File: src/rtl/wb_stage_pkg.sv
// Shared writeback-stage encodings: load size, write-data source and FSM state.
package cpu_consts;

    typedef enum logic [1:0] {
        BYTE      = 2'd0,
        HALF_WORD = 2'd1,
        WORD      = 2'd2,
        DOUBLE    = 2'd3
    } byte_en_t;

    typedef enum logic [1:0] {
        ALU = 2'd0,
        MEM = 2'd1,
        IMM = 2'd2,
        PC  = 2'd3
    } wr_src_t;

    typedef enum logic {
        IDLE     = 1'b0,
        WAIT_MEM = 1'b1
    } wb_state_t;

endpackage

File: src/rtl/wb_stage_if.sv
// Memory-stage -> writeback handshake, load response and register-file write port.
// Optional WB_RETIRE_CNT_EN adds the retired-instruction counter signal.
interface wb_stage_if #(
    parameter int XLEN     = 64,
    parameter int NUM_REGS = 32
);
    localparam int RA_W  = $clog2(NUM_REGS);
    localparam int IDX_W = $clog2(XLEN/8);

    logic             wb_valid_i;
    logic             wb_ready_o;
    logic [RA_W-1:0]  rd_addr_i;
    logic             rd_wr_en_i;
    logic [1:0]       rf_wr_data_src_i;
    logic [XLEN-1:0]  alu_res_i;
    logic [XLEN-1:0]  instr_imm_i;
    logic [XLEN-1:0]  pc_val_i;
    logic [1:0]       data_byte_en_i;
    logic             data_zero_extnd_i;
    logic [IDX_W-1:0] data_mem_row_idx_i;
    logic             mem_rsp_valid_i;
    logic [XLEN-1:0]  mem_rsp_data_i;
    logic             rf_wr_en_o;
    logic [RA_W-1:0]  rf_wr_addr_o;
    logic [XLEN-1:0]  rf_wr_data_o;
    logic             rsp_unexp_o;
`ifdef WB_RETIRE_CNT_EN
    logic [63:0]      retire_cnt_o;
`endif

    modport master (
        output wb_valid_i, rd_addr_i, rd_wr_en_i, rf_wr_data_src_i, alu_res_i,
               instr_imm_i, pc_val_i, data_byte_en_i, data_zero_extnd_i,
               data_mem_row_idx_i, mem_rsp_valid_i, mem_rsp_data_i,
        input  wb_ready_o, rf_wr_en_o, rf_wr_addr_o, rf_wr_data_o, rsp_unexp_o
`ifdef WB_RETIRE_CNT_EN
        , input retire_cnt_o
`endif
    );

    modport slave (
        input  wb_valid_i, rd_addr_i, rd_wr_en_i, rf_wr_data_src_i, alu_res_i,
               instr_imm_i, pc_val_i, data_byte_en_i, data_zero_extnd_i,
               data_mem_row_idx_i, mem_rsp_valid_i, mem_rsp_data_i,
        output wb_ready_o, rf_wr_en_o, rf_wr_addr_o, rf_wr_data_o, rsp_unexp_o
`ifdef WB_RETIRE_CNT_EN
        , output retire_cnt_o
`endif
    );

endinterface

File: src/rtl/wb_stage_load_align.sv
// Load data alignment: shift the memory row down to the addressed byte, truncate, extend.
module wb_load_align
    import cpu_consts::*;
#(
    parameter int XLEN  = 64,
    parameter int IDX_W = $clog2(XLEN/8)
) (
    input  logic [XLEN-1:0]  row,
    input  logic [IDX_W-1:0] idx,
    input  byte_en_t         size,
    input  logic             zext,
    output logic [XLEN-1:0]  data
);
    logic [XLEN-1:0] shifted;
    logic [XLEN-1:0] word_ext;

    assign shifted  = row >> {idx, 3'b000};
    assign word_ext = zext ? XLEN'(shifted[31:0]) : XLEN'($signed(shifted[31:0]));

    always_comb begin
        data = word_ext;
        case (size)
            BYTE:      data = zext ? XLEN'(shifted[7:0])  : XLEN'($signed(shifted[7:0]));
            HALF_WORD: data = zext ? XLEN'(shifted[15:0]) : XLEN'($signed(shifted[15:0]));
            WORD:      data = word_ext;
            // a 32-bit datapath has no doubleword, so it falls back to a word load
            DOUBLE:    data = (XLEN == 32) ? word_ext : shifted;
            default:   data = word_ext;
        endcase
    end

endmodule

File: src/rtl/wb_stage.sv
// Registered, handshaked writeback stage with a variable-latency load wait state.
// Define WB_RETIRE_CNT_EN to add the 64-bit retired-instruction counter.
module wb_stage
    import cpu_consts::*;
#(
    parameter int XLEN     = 64,
    parameter int NUM_REGS = 32
) (
    input  logic     clk,
    input  logic     resetn,
    wb_stage_if.slave bus
);
    localparam int RA_W  = $clog2(NUM_REGS);
    localparam int IDX_W = $clog2(XLEN/8);

    wb_state_t        state_q, state_d;
    logic [RA_W-1:0]  pend_rd_q;
    logic             pend_we_q;
    byte_en_t         pend_sz_q;
    logic             pend_zx_q;
    logic [IDX_W-1:0] pend_idx_q;

    logic             ready, acc, is_mem;
    logic             complete, capture, take_rsp, sel_pend, unexp_d;
    logic [RA_W-1:0]  wr_rd;
    logic             wr_we;
    logic [XLEN-1:0]  src_data, load_data, wr_data;
    logic [IDX_W-1:0] al_idx;
    byte_en_t         al_sz;
    logic             al_zx;

    assign ready  = resetn && (state_q == IDLE);
    assign acc    = bus.wb_valid_i && ready;
    assign is_mem = wr_src_t'(bus.rf_wr_data_src_i) == MEM;

    always_ff @(posedge clk or negedge resetn) begin
        if (!resetn) state_q <= IDLE;
        else         state_q <= state_d;
    end

    always_comb begin
        state_d  = state_q;
        complete = 1'b0;
        capture  = 1'b0;
        take_rsp = 1'b0;
        sel_pend = 1'b0;
        unexp_d  = 1'b0;
        case (state_q)
            IDLE: begin
                if (acc && !is_mem) begin
                    complete = 1'b1;
                end else if (acc && bus.mem_rsp_valid_i) begin
                    complete = 1'b1;
                    take_rsp = 1'b1;
                end else if (acc) begin
                    capture = 1'b1;
                    state_d = WAIT_MEM;
                end
                // a response with no load to consume it is dropped and flagged
                if (bus.mem_rsp_valid_i && !(acc && is_mem)) unexp_d = 1'b1;
            end
            WAIT_MEM: begin
                if (bus.mem_rsp_valid_i) begin
                    complete = 1'b1;
                    take_rsp = 1'b1;
                    sel_pend = 1'b1;
                    state_d  = IDLE;
                end
            end
            default: state_d = IDLE;
        endcase
    end

    assign al_idx = sel_pend ? pend_idx_q : bus.data_mem_row_idx_i;
    assign al_sz  = sel_pend ? pend_sz_q  : byte_en_t'(bus.data_byte_en_i);
    assign al_zx  = sel_pend ? pend_zx_q  : bus.data_zero_extnd_i;
    assign wr_rd  = sel_pend ? pend_rd_q  : bus.rd_addr_i;
    assign wr_we  = sel_pend ? pend_we_q  : bus.rd_wr_en_i;

    wb_load_align #(.XLEN(XLEN), .IDX_W(IDX_W)) u_align (
        .row  (bus.mem_rsp_data_i),
        .idx  (al_idx),
        .size (al_sz),
        .zext (al_zx),
        .data (load_data)
    );

    always_comb begin
        src_data = '0;
        case (wr_src_t'(bus.rf_wr_data_src_i))
            ALU:     src_data = bus.alu_res_i;
            IMM:     src_data = bus.instr_imm_i;
            PC:      src_data = bus.pc_val_i;
            default: src_data = '0;
        endcase
    end

    assign wr_data = take_rsp ? load_data : src_data;

    always_ff @(posedge clk or negedge resetn) begin
        if (!resetn) begin
            bus.rf_wr_en_o   <= 1'b0;
            bus.rf_wr_addr_o <= '0;
            bus.rf_wr_data_o <= '0;
            bus.rsp_unexp_o  <= 1'b0;
            pend_rd_q        <= '0;
            pend_we_q        <= 1'b0;
            pend_sz_q        <= BYTE;
            pend_zx_q        <= 1'b0;
            pend_idx_q       <= '0;
        end else begin
            bus.rf_wr_en_o  <= complete && wr_we && (wr_rd != '0);
            bus.rsp_unexp_o <= unexp_d;
            if (complete) begin
                bus.rf_wr_addr_o <= wr_rd;
                bus.rf_wr_data_o <= wr_data;
            end
            if (capture) begin
                pend_rd_q  <= bus.rd_addr_i;
                pend_we_q  <= bus.rd_wr_en_i;
                pend_sz_q  <= byte_en_t'(bus.data_byte_en_i);
                pend_zx_q  <= bus.data_zero_extnd_i;
                pend_idx_q <= bus.data_mem_row_idx_i;
            end
        end
    end

    assign bus.wb_ready_o = ready;

`ifdef WB_RETIRE_CNT_EN
    logic [63:0] retire_cnt_q;

    // counts every completion, including x0 and non-writing instructions
    always_ff @(posedge clk or negedge resetn) begin
        if (!resetn)       retire_cnt_q <= '0;
        else if (complete) retire_cnt_q <= retire_cnt_q + 64'd1;
    end

    assign bus.retire_cnt_o = retire_cnt_q;
`endif

endmodule

File: src/flat_wrapper.sv
// flat-port wrapper written by rule: the top's interface ports become plain ports
module wb_stage_flat import cpu_consts::*;
#(
    parameter int XLEN     = 64,
    parameter int NUM_REGS = 32
)
  (clk, resetn, bus_wb_valid_i, bus_rd_addr_i, bus_rd_wr_en_i, bus_rf_wr_data_src_i, bus_alu_res_i, bus_instr_imm_i, bus_pc_val_i, bus_data_byte_en_i, bus_data_zero_extnd_i, bus_data_mem_row_idx_i, bus_mem_rsp_valid_i, bus_mem_rsp_data_i, bus_wb_ready_o, bus_rf_wr_en_o, bus_rf_wr_addr_o, bus_rf_wr_data_o, bus_rsp_unexp_o);
  wb_stage_if #(.XLEN(XLEN), .NUM_REGS(NUM_REGS)) bus_i ();
  input  logic clk;
  input  logic resetn;
  input wire logic [$bits(bus_i.wb_valid_i)-1:0] bus_wb_valid_i;
  input wire logic [$bits(bus_i.rd_addr_i)-1:0] bus_rd_addr_i;
  input wire logic [$bits(bus_i.rd_wr_en_i)-1:0] bus_rd_wr_en_i;
  input wire logic [$bits(bus_i.rf_wr_data_src_i)-1:0] bus_rf_wr_data_src_i;
  input wire logic [$bits(bus_i.alu_res_i)-1:0] bus_alu_res_i;
  input wire logic [$bits(bus_i.instr_imm_i)-1:0] bus_instr_imm_i;
  input wire logic [$bits(bus_i.pc_val_i)-1:0] bus_pc_val_i;
  input wire logic [$bits(bus_i.data_byte_en_i)-1:0] bus_data_byte_en_i;
  input wire logic [$bits(bus_i.data_zero_extnd_i)-1:0] bus_data_zero_extnd_i;
  input wire logic [$bits(bus_i.data_mem_row_idx_i)-1:0] bus_data_mem_row_idx_i;
  input wire logic [$bits(bus_i.mem_rsp_valid_i)-1:0] bus_mem_rsp_valid_i;
  input wire logic [$bits(bus_i.mem_rsp_data_i)-1:0] bus_mem_rsp_data_i;
  output wire logic [$bits(bus_i.wb_ready_o)-1:0] bus_wb_ready_o;
  output wire logic [$bits(bus_i.rf_wr_en_o)-1:0] bus_rf_wr_en_o;
  output wire logic [$bits(bus_i.rf_wr_addr_o)-1:0] bus_rf_wr_addr_o;
  output wire logic [$bits(bus_i.rf_wr_data_o)-1:0] bus_rf_wr_data_o;
  output wire logic [$bits(bus_i.rsp_unexp_o)-1:0] bus_rsp_unexp_o;
  assign bus_i.wb_valid_i = bus_wb_valid_i;
  assign bus_i.rd_addr_i = bus_rd_addr_i;
  assign bus_i.rd_wr_en_i = bus_rd_wr_en_i;
  assign bus_i.rf_wr_data_src_i = bus_rf_wr_data_src_i;
  assign bus_i.alu_res_i = bus_alu_res_i;
  assign bus_i.instr_imm_i = bus_instr_imm_i;
  assign bus_i.pc_val_i = bus_pc_val_i;
  assign bus_i.data_byte_en_i = bus_data_byte_en_i;
  assign bus_i.data_zero_extnd_i = bus_data_zero_extnd_i;
  assign bus_i.data_mem_row_idx_i = bus_data_mem_row_idx_i;
  assign bus_i.mem_rsp_valid_i = bus_mem_rsp_valid_i;
  assign bus_i.mem_rsp_data_i = bus_mem_rsp_data_i;
  assign bus_wb_ready_o = bus_i.wb_ready_o;
  assign bus_rf_wr_en_o = bus_i.rf_wr_en_o;
  assign bus_rf_wr_addr_o = bus_i.rf_wr_addr_o;
  assign bus_rf_wr_data_o = bus_i.rf_wr_data_o;
  assign bus_rsp_unexp_o = bus_i.rsp_unexp_o;
  wb_stage #(.XLEN(XLEN), .NUM_REGS(NUM_REGS)) u_core (.clk(clk), .resetn(resetn), .bus(bus_i));
endmodule
File: config.mk
export PLATFORM = sky130hd
export DESIGN_NAME = wb_stage_flat
export DESIGN_NICKNAME = d
export VERILOG_FILES = /design/src/rtl/wb_stage_pkg.sv /design/src/rtl/wb_stage_if.sv /design/src/rtl/wb_stage_load_align.sv /design/src/rtl/wb_stage.sv /design/src/flat_wrapper.sv
export SDC_FILE = /design/constraint.sdc
export NUM_CORES = 1
export LEC_CHECK = 0
export ABC_AREA = 1
export CORE_MARGIN = 4
export CORE_UTILIZATION = 40
export CTS_BUF_LIST = sky130_fd_sc_hd__clkbuf_8
export CTS_CLUSTER_DIAMETER = 50
export CTS_CLUSTER_SIZE = 24
export DETAILED_ROUTE_END_ITERATION = 16
export PLACE_DENSITY_LB_ADDON = 0.15
export SLEW_MARGIN = 20
export SYNTH_ARGS = -nofsm -noshare
export SYNTH_HDL_FRONTEND = slang
export SYNTH_HIERARCHICAL = 1
export SYNTH_SLANG_ARGS = --single-unit
File: constraint.sdc
create_clock -name clk -period 7.1 [get_ports clk]
set_input_delay 1.42 -clock clk [delete_from_list [all_inputs] [get_ports clk]]
set_output_delay 1.42 -clock clk [all_outputs]
set_load 0.005 [all_outputs]
Word level (Yosys, flattened, before mapping)
Index checks and enable logic that the tools add are counted.

Eq/ne operators: 6. Shift-type cells: 1. Mux-type cells: 26. Bitwise gates (word level): 1. Reduce and logical (&&, ||, !) cells: 13.

Operators by type and width (number): two-way mux 64 bit (4); one-hot mux 64 bit (4 select lines) (1); one-hot mux 64 bit (3 select lines) (1); >> shifter 64 x 6 -> 64 bit (1); two-way mux 1 bit (14); == test 2 bit (second input constant) (4); logical AND 1 bit (8); one-hot mux 1 bit (2 select lines) (3); two-way mux 5 bit (1); nonzero test 5 bit (1); == test 2 x 1 -> 1 bit (second input constant) (2); logical NOT 2 bit (2); two-way mux 3 bit (1); logical NOT 1 bit (2); two-way mux 2 bit (1); inverter 1 bit (1).

Flip-flop bits (word level): 84. Bits of input ports: 274. Output and inout port bits: 72. Logic and storage cells: 57.

Depth between registers and ports, before layout
Depth after elaboration: 9. Mapped depth: 21. Gate-level depth less buffers: 16.

Cells and area by module
Netlist, hierarchy kept.

Modules (own cells, without submodules): wb_stage (instances 1, cells an instance 1028, area each 6241.0 um2, sequential area each 2102.0 um2); wb_load_align (instances 1, cells an instance 552, area each 2466.1 um2, sequential area each 0.0 um2).

Least setup slack after synthesis
No wires, ideal clock.

Kind: input to register. Start: input port bus_mem_rsp_valid_i. End: register u_core.bus.rf_wr_data_o[19]. Library setup time: 0.117 ns. Arrival time: 3.676 ns. Data required time: 6.983 ns. Path slack: 3.306 ns. Stages on the path: 16. Path buffers: 6. Path through: buf_2 -> nand2_2 -> buf_2 -> clkbuf_1 -> o21ai_0 -> buf_4 -> buf_2 -> buf_4 -> mux2i_1 -> nor2_1 -> o21ai_0 -> nand2_1 -> inv_1 -> nand3_1 -> nand3_1 -> nand2_1.

Cells in the longest elaborated chain, start to end: 7. Elaborated cells on any way between the ends: 21. Classes of those cells: 3 x eq/ne; 1 x shift; 15 x mux; 2 x reduce/logical.

RTL lines: start: declaration (line flat_wrapper.sv:21) `input wire logic [$bits(bus_i.mem_rsp_valid_i)-1:0] bus_mem_rsp_valid_i;`; two-way mux 1 bit * (line wb_stage.sv:63) `if (bus.mem_rsp_valid_i) begin`; two-way mux 1 bit * (line wb_stage.sv:48) `case (state_q)`; two-way mux 3 bit * (line wb_stage.sv:74) `assign al_idx = sel_pend ? pend_idx_q : bus.data_mem_row_idx_i;`; net u_core.al_idx[0] (line wb_stage.sv:28) `logic [IDX_W-1:0] al_idx;`; >> shifter 64 x 6 -> 64 bit * (line wb_stage_load_align.sv:17) `assign shifted = row >> {idx, 3'b000};`; two-way mux 64 bit, on equally long branches (line wb_stage_load_align.sv:18, wb_stage_load_align.sv:24, wb_stage_load_align.sv:23); one-hot mux 64 bit (4 select lines) * (line wb_stage_load_align.sv:22) `case (size)`; net u_core.load_data[19] (line wb_stage.sv:27) `logic [XLEN-1:0] src_data, load_data, wr_data;`; two-way mux 64 bit * (line wb_stage.sv:98) `assign wr_data = take_rsp ? load_data : src_data;`; end signal: assignment (line wb_stage.sv:116) `bus.rf_wr_data_o <= wr_data;`; end: declaration (line wb_stage_if.sv:45) `output wb_ready_o, rf_wr_en_o, rf_wr_addr_o, rf_wr_data_o, rsp_unexp_o`.

Mark *: on every way through the listed nets, which the timed path passes. The rest lies on a longest branch. A chain may end at the register's enable or synchronous reset.

Worst setup path after layout
Start: input port bus_data_mem_row_idx_i[0]. End: register u_core.bus.rf_wr_data_o[35].

Cells in the longest elaborated chain, start to end: 5. Elaborated cells on any way between the ends: 7. Classes of those cells: 1 x shift; 6 x mux.

RTL lines: start: declaration (line flat_wrapper.sv:20) `input wire logic [$bits(bus_i.data_mem_row_idx_i)-1:0] bus_data_mem_row_idx_i;`; two-way mux 3 bit * (line wb_stage.sv:74); net u_core.al_idx[0] (line wb_stage.sv:28); >> shifter 64 x 6 -> 64 bit * (line wb_stage_load_align.sv:17); two-way mux 64 bit, on equally long branches (line wb_stage_load_align.sv:18, wb_stage_load_align.sv:24, wb_stage_load_align.sv:23); one-hot mux 64 bit (4 select lines) * (line wb_stage_load_align.sv:22); net u_core.load_data[35] (line wb_stage.sv:27); two-way mux 64 bit * (line wb_stage.sv:98).

Marked as above.

==> flow_summary_export.csv <==
group,metric,value,unit
power,combPwrFrac,46.5,%
worst_setup_path,timing.setup.critical_path_class,"in -> reg",
timing,totalNegativeSetupSlack,0,ps
route,drt_wl_total,34500,um
floorplan,start_util,41.0,%
timing,clock_skews,12.2,ps
power,net-switching-power,688,uW
floorplan,chipWidth,156,um
synthesis,ys_warnings,6,
floorplan,fp.dieArea,0.0242,mm^2
timing,grt_setup_unrepaired,"false",
worst_setup_path,startpoint_type,"input port",
clock_network,clock_insertion_delay_worst_skew,380,ps
floorplan,fp-row-count,53,
timing,timing.hold.ws,486,ps
route,viasPerCell,5.22,
global_route,wire_length_of_the_first_global_routing_pass,53100,um
placement,port_buffers,345,
route,detailroute.via_count,11000,
synthesis,synth_largest_area_cell,"dfrtp_1",
final_layout,ant_diodes,0,
floorplan,core_area,0.0212,mm^2
timing,hold_viol_final,0,
worst_setup_path,crit_chain,"clkdlybuf4s50_1, nand2_1, o21ai_4, buf_4, inv_2, nand2_1, nand3_2, nand3_2, nand2_2, nand2_4, nand2_2, inv_2, nand2_1, inv_1, nand3_1, nand3_1, nand2_1",
timing,final-max-slew-violation-count,0,
worst_setup_path,critical_path_required,7370,ps
clock_network,cts.root.buffer_cell,"clkbuf_8",
power,irDropWorstVdd,86.7,uV
synthesis,ys.flop_type,"dfrtp_1",
worst_setup_path,crit_start,"bus_data_mem_row_idx_i[0]",
placement,dpl.cell_count,2088,
clock_network,cts-buffers-inserted,9,
route,post_detailed_route_drc_marker_count,0,
power,power.density,152,mW/mm^2
global_route,grt_use_total,26.9,%
final_layout,synthToLayoutAreaGrowth,40.0,%
worst_setup_path,cpMaxStageDelayCell,"inv_2",
clock_network,cts_tree,"done",
timing,layout_worst_path_cycle_share,68.2,%
power,cell_leakage_power,0.00636,uW
final_layout,fraction_of_final_layout_cells_with_drive_strength_greater_than_1,4.21,%
final_layout,final_net_count,2098,
floorplan,number_of_ports_placed_on_the_die_boundary,346,
placement,place_hpwl,25900,um
route,detail_route.first_pass.iterations,6,
clock_network,cts.reportedPaths.clkPinSlew,90,ps
synthesis,yosys.cell_count.top_type,"nand2_1",
synthesis,synth_top_cells_by_area,"dfrtp_1, nand3_1, nand2_1, inv_1, nor2_1",
clock_network,holdBufCountCts,0,
synthesis,postSynthCellCount,1580,
timing,finalWorstPathRequiredPeriod,4840,ps
synthesis,synth.yosys.seq_area_share,24.1,%
clock_network,clkSinkCount,84,
global_route,antenna_violations_before_repair,1,
route,drtIter0Drc,1258,
global_route,pin_count_of_the_biggest_net_entering_global_routing,102,
clock_network,setup_fix_buffers_added_after_clock_tree_synthesis,0,
synthesis,syn_area_per_cell,5.51,um^2
timing,setup_viol_count_final,0,
synthesis,count_of_unique_library_cells_instantiated_by_yosys,29,
synthesis,synth.ff_latch_count,84,
worst_setup_path,r2r-start,"u_core/state_q",
power,switching_share,37.1,%
clock_network,cts-resized-gates,0,
worst_setup_path,timing.critical_path.arrival,5110,ps
clock_network,cts-htree-levels,3,
timing,timing.fmax,206,MHz
global_route,globalRouteOverflowTotal,0,
global_route,groute.layer.met1.usage,39.7,%
run,max-cap-violations,0,
synthesis,syn-cell-area,0.00871,mm^2
power,sequential_share_of_power,33.8,%
power,internal_power,1170,uW
global_route,grt.busiest_layer,"met2",
global_route,groute.layer.met3.usage,4.27,%
global_route,global_route.usage.met2,41.3,%
power,pwr-share-clk,19.7,%
synthesis,synth_top_area_share,24.1,%
clock_network,number_of_buffers_on_the_longest_clock_path,2,
timing,post-route-worst-setup-slack,2260,ps
synthesis,synth-edff-count,0,
worst_hold_path,hold_class,"reg -> reg",
synthesis,synth_nets,1854,
final_layout,area.sequential,0.00210,mm^2
worst_setup_path,cpPeakStageDelay,610,ps
worst_setup_path,worst_setup_path_end_kind,"flop",
worst_setup_path,cp_max_fo,69,
outcome,status,"finished, final reports clean",
synthesis,synth_commonest_cells,"nand2_1, nand3_1, inv_1",
timing,worst_pin_slew,994,ps
synthesis,postSynth.asyncResetShare,100,%
placement,routabilityCongestion,0.975,
final_layout,final.fill_count,2152,
placement,post-place-ws,1860,ps
route,ant_nets,0,
global_route,first_global_vias,9750,
final_layout,multi_input_area,0.00527,mm^2
floorplan,die_h,156,um
worst_setup_path,crit_path_frequent_cell,"nand2_1",
route,wl_per_cell,16.4,um
timing,max_slew_margin,33.7,%
worst_hold_path,hold_path_startpoint,"u_core/bus.rf_wr_data_o[38]",
final_layout,final-instance-count-excl-fill,2103,
[power by group through the flow]
stage | logic [uW] | clock network (uW) | registers (uW)
floorplan | 401 | 0 | 640
global placement | 852 | 0 | 634
detailed placement | 859 | 0 | 636
CTS | 863 | 376 | 627
global route | 949 | 394 | 639
finish | 863 | 365 | 627
[metal layers]
metal  share of wire [%]  wire length (um)
met1                  45             15700
met2                  45             15400
met3                 7.8              2680
met4                 2.0               674
met5               0.038                13
[path summary, 6_finish.rpt]
path                            slack [ps]  depth (start not counted)                           to
worst max-delay path                  2260                         17  u_core/bus.rf_wr_data_o[35]
worst min-delay path                   490                          2  u_core/bus.rf_wr_data_o[38]
worst max register to register        3020                         17  u_core/bus.rf_wr_data_o[35]
worst min register to register         490                          2  u_core/bus.rf_wr_data_o[38]
max in group asynchronous             5020                          2          u_core/pend_sz_q[0]
min in group asynchronous             1020                          1  u_core/bus.rf_wr_data_o[11]
[state kept, by name (all words and copies together) (netlist names)]
signal                   flops
u_core/bus.rf_wr_addr_o      5
u_core/bus.rf_wr_data_o     64
u_core/bus.rf_wr_en_o        1
u_core/bus.rsp_unexp_o       1
u_core/pend_idx_q            3
u_core/pend_rd_q             5
u_core/pend_sz_q             2
u_core/pend_we_q             1
u_core/pend_zx_q             1
u_core/state_q               1
[stage by stage]
stage,cell area [um^2],power [uW],util (%)
CTS,12200,1870,57.4
finish,12200,1850,57.4
detailed placement,12000,1500,56.5
floorplan,8710,1040,-
global placement,12000,1490,56.5
global route,12200,1980,57.4
[worst max-delay path: cells and delay by family]
family | cells | cell delay (ps)
buffers and inverters | 5 | 2250
AND/OR/NAND/NOR | 11 | 1280
AO/OA/AOI/OAI | 1 | 70
[final cells by class]
cell class	count	share of cell area (%)
Clock buffer	9	1.02
Clock inverter	6	0.606
Inverter	194	5.99
Multi-Input combinational cell	1176	43.3
Sequential cell	84	17.2
Tap cell	275	2.82
Timing Repair Buffer	359	29.1
[cells by family (layout without fill, tap and decap cells)]
family                 after synthesis  in the layout  share of synthesized area (%)
AOI/OAI and AO/OA                  125            125                           7.60
buffers and inverters              320            568                           16.0
DFF                                 84             84                           24.1
muxes                                1              1                          0.115
and+or+nand+nor                   1050           1050                           52.2
[cell usage in the layout (no fill, tap or decap), types with 2 or more instances in the layout]
master / n
clkinv_2: 2
o21ai_1: 2
nand4_1: 5
nand2_2: 14
nand3_1: 387
nand2_1: 479
clkinvlp_4: 2
or2_2: 8
dfrtp_1: 84
o21ai_4: 2
buf_4: 16
a21oi_1: 25
clkbuf_8: 9
inv_1: 186
buf_2: 2
o21a_1: 2
nand2_4: 2
nor2_2: 2
o211ai_1: 11
clkdlybuf4s50_1: 341
nor2_1: 146
inv_2: 6
o21ai_0: 80
nand3_2: 4
(Power assumes the default switching activity.)
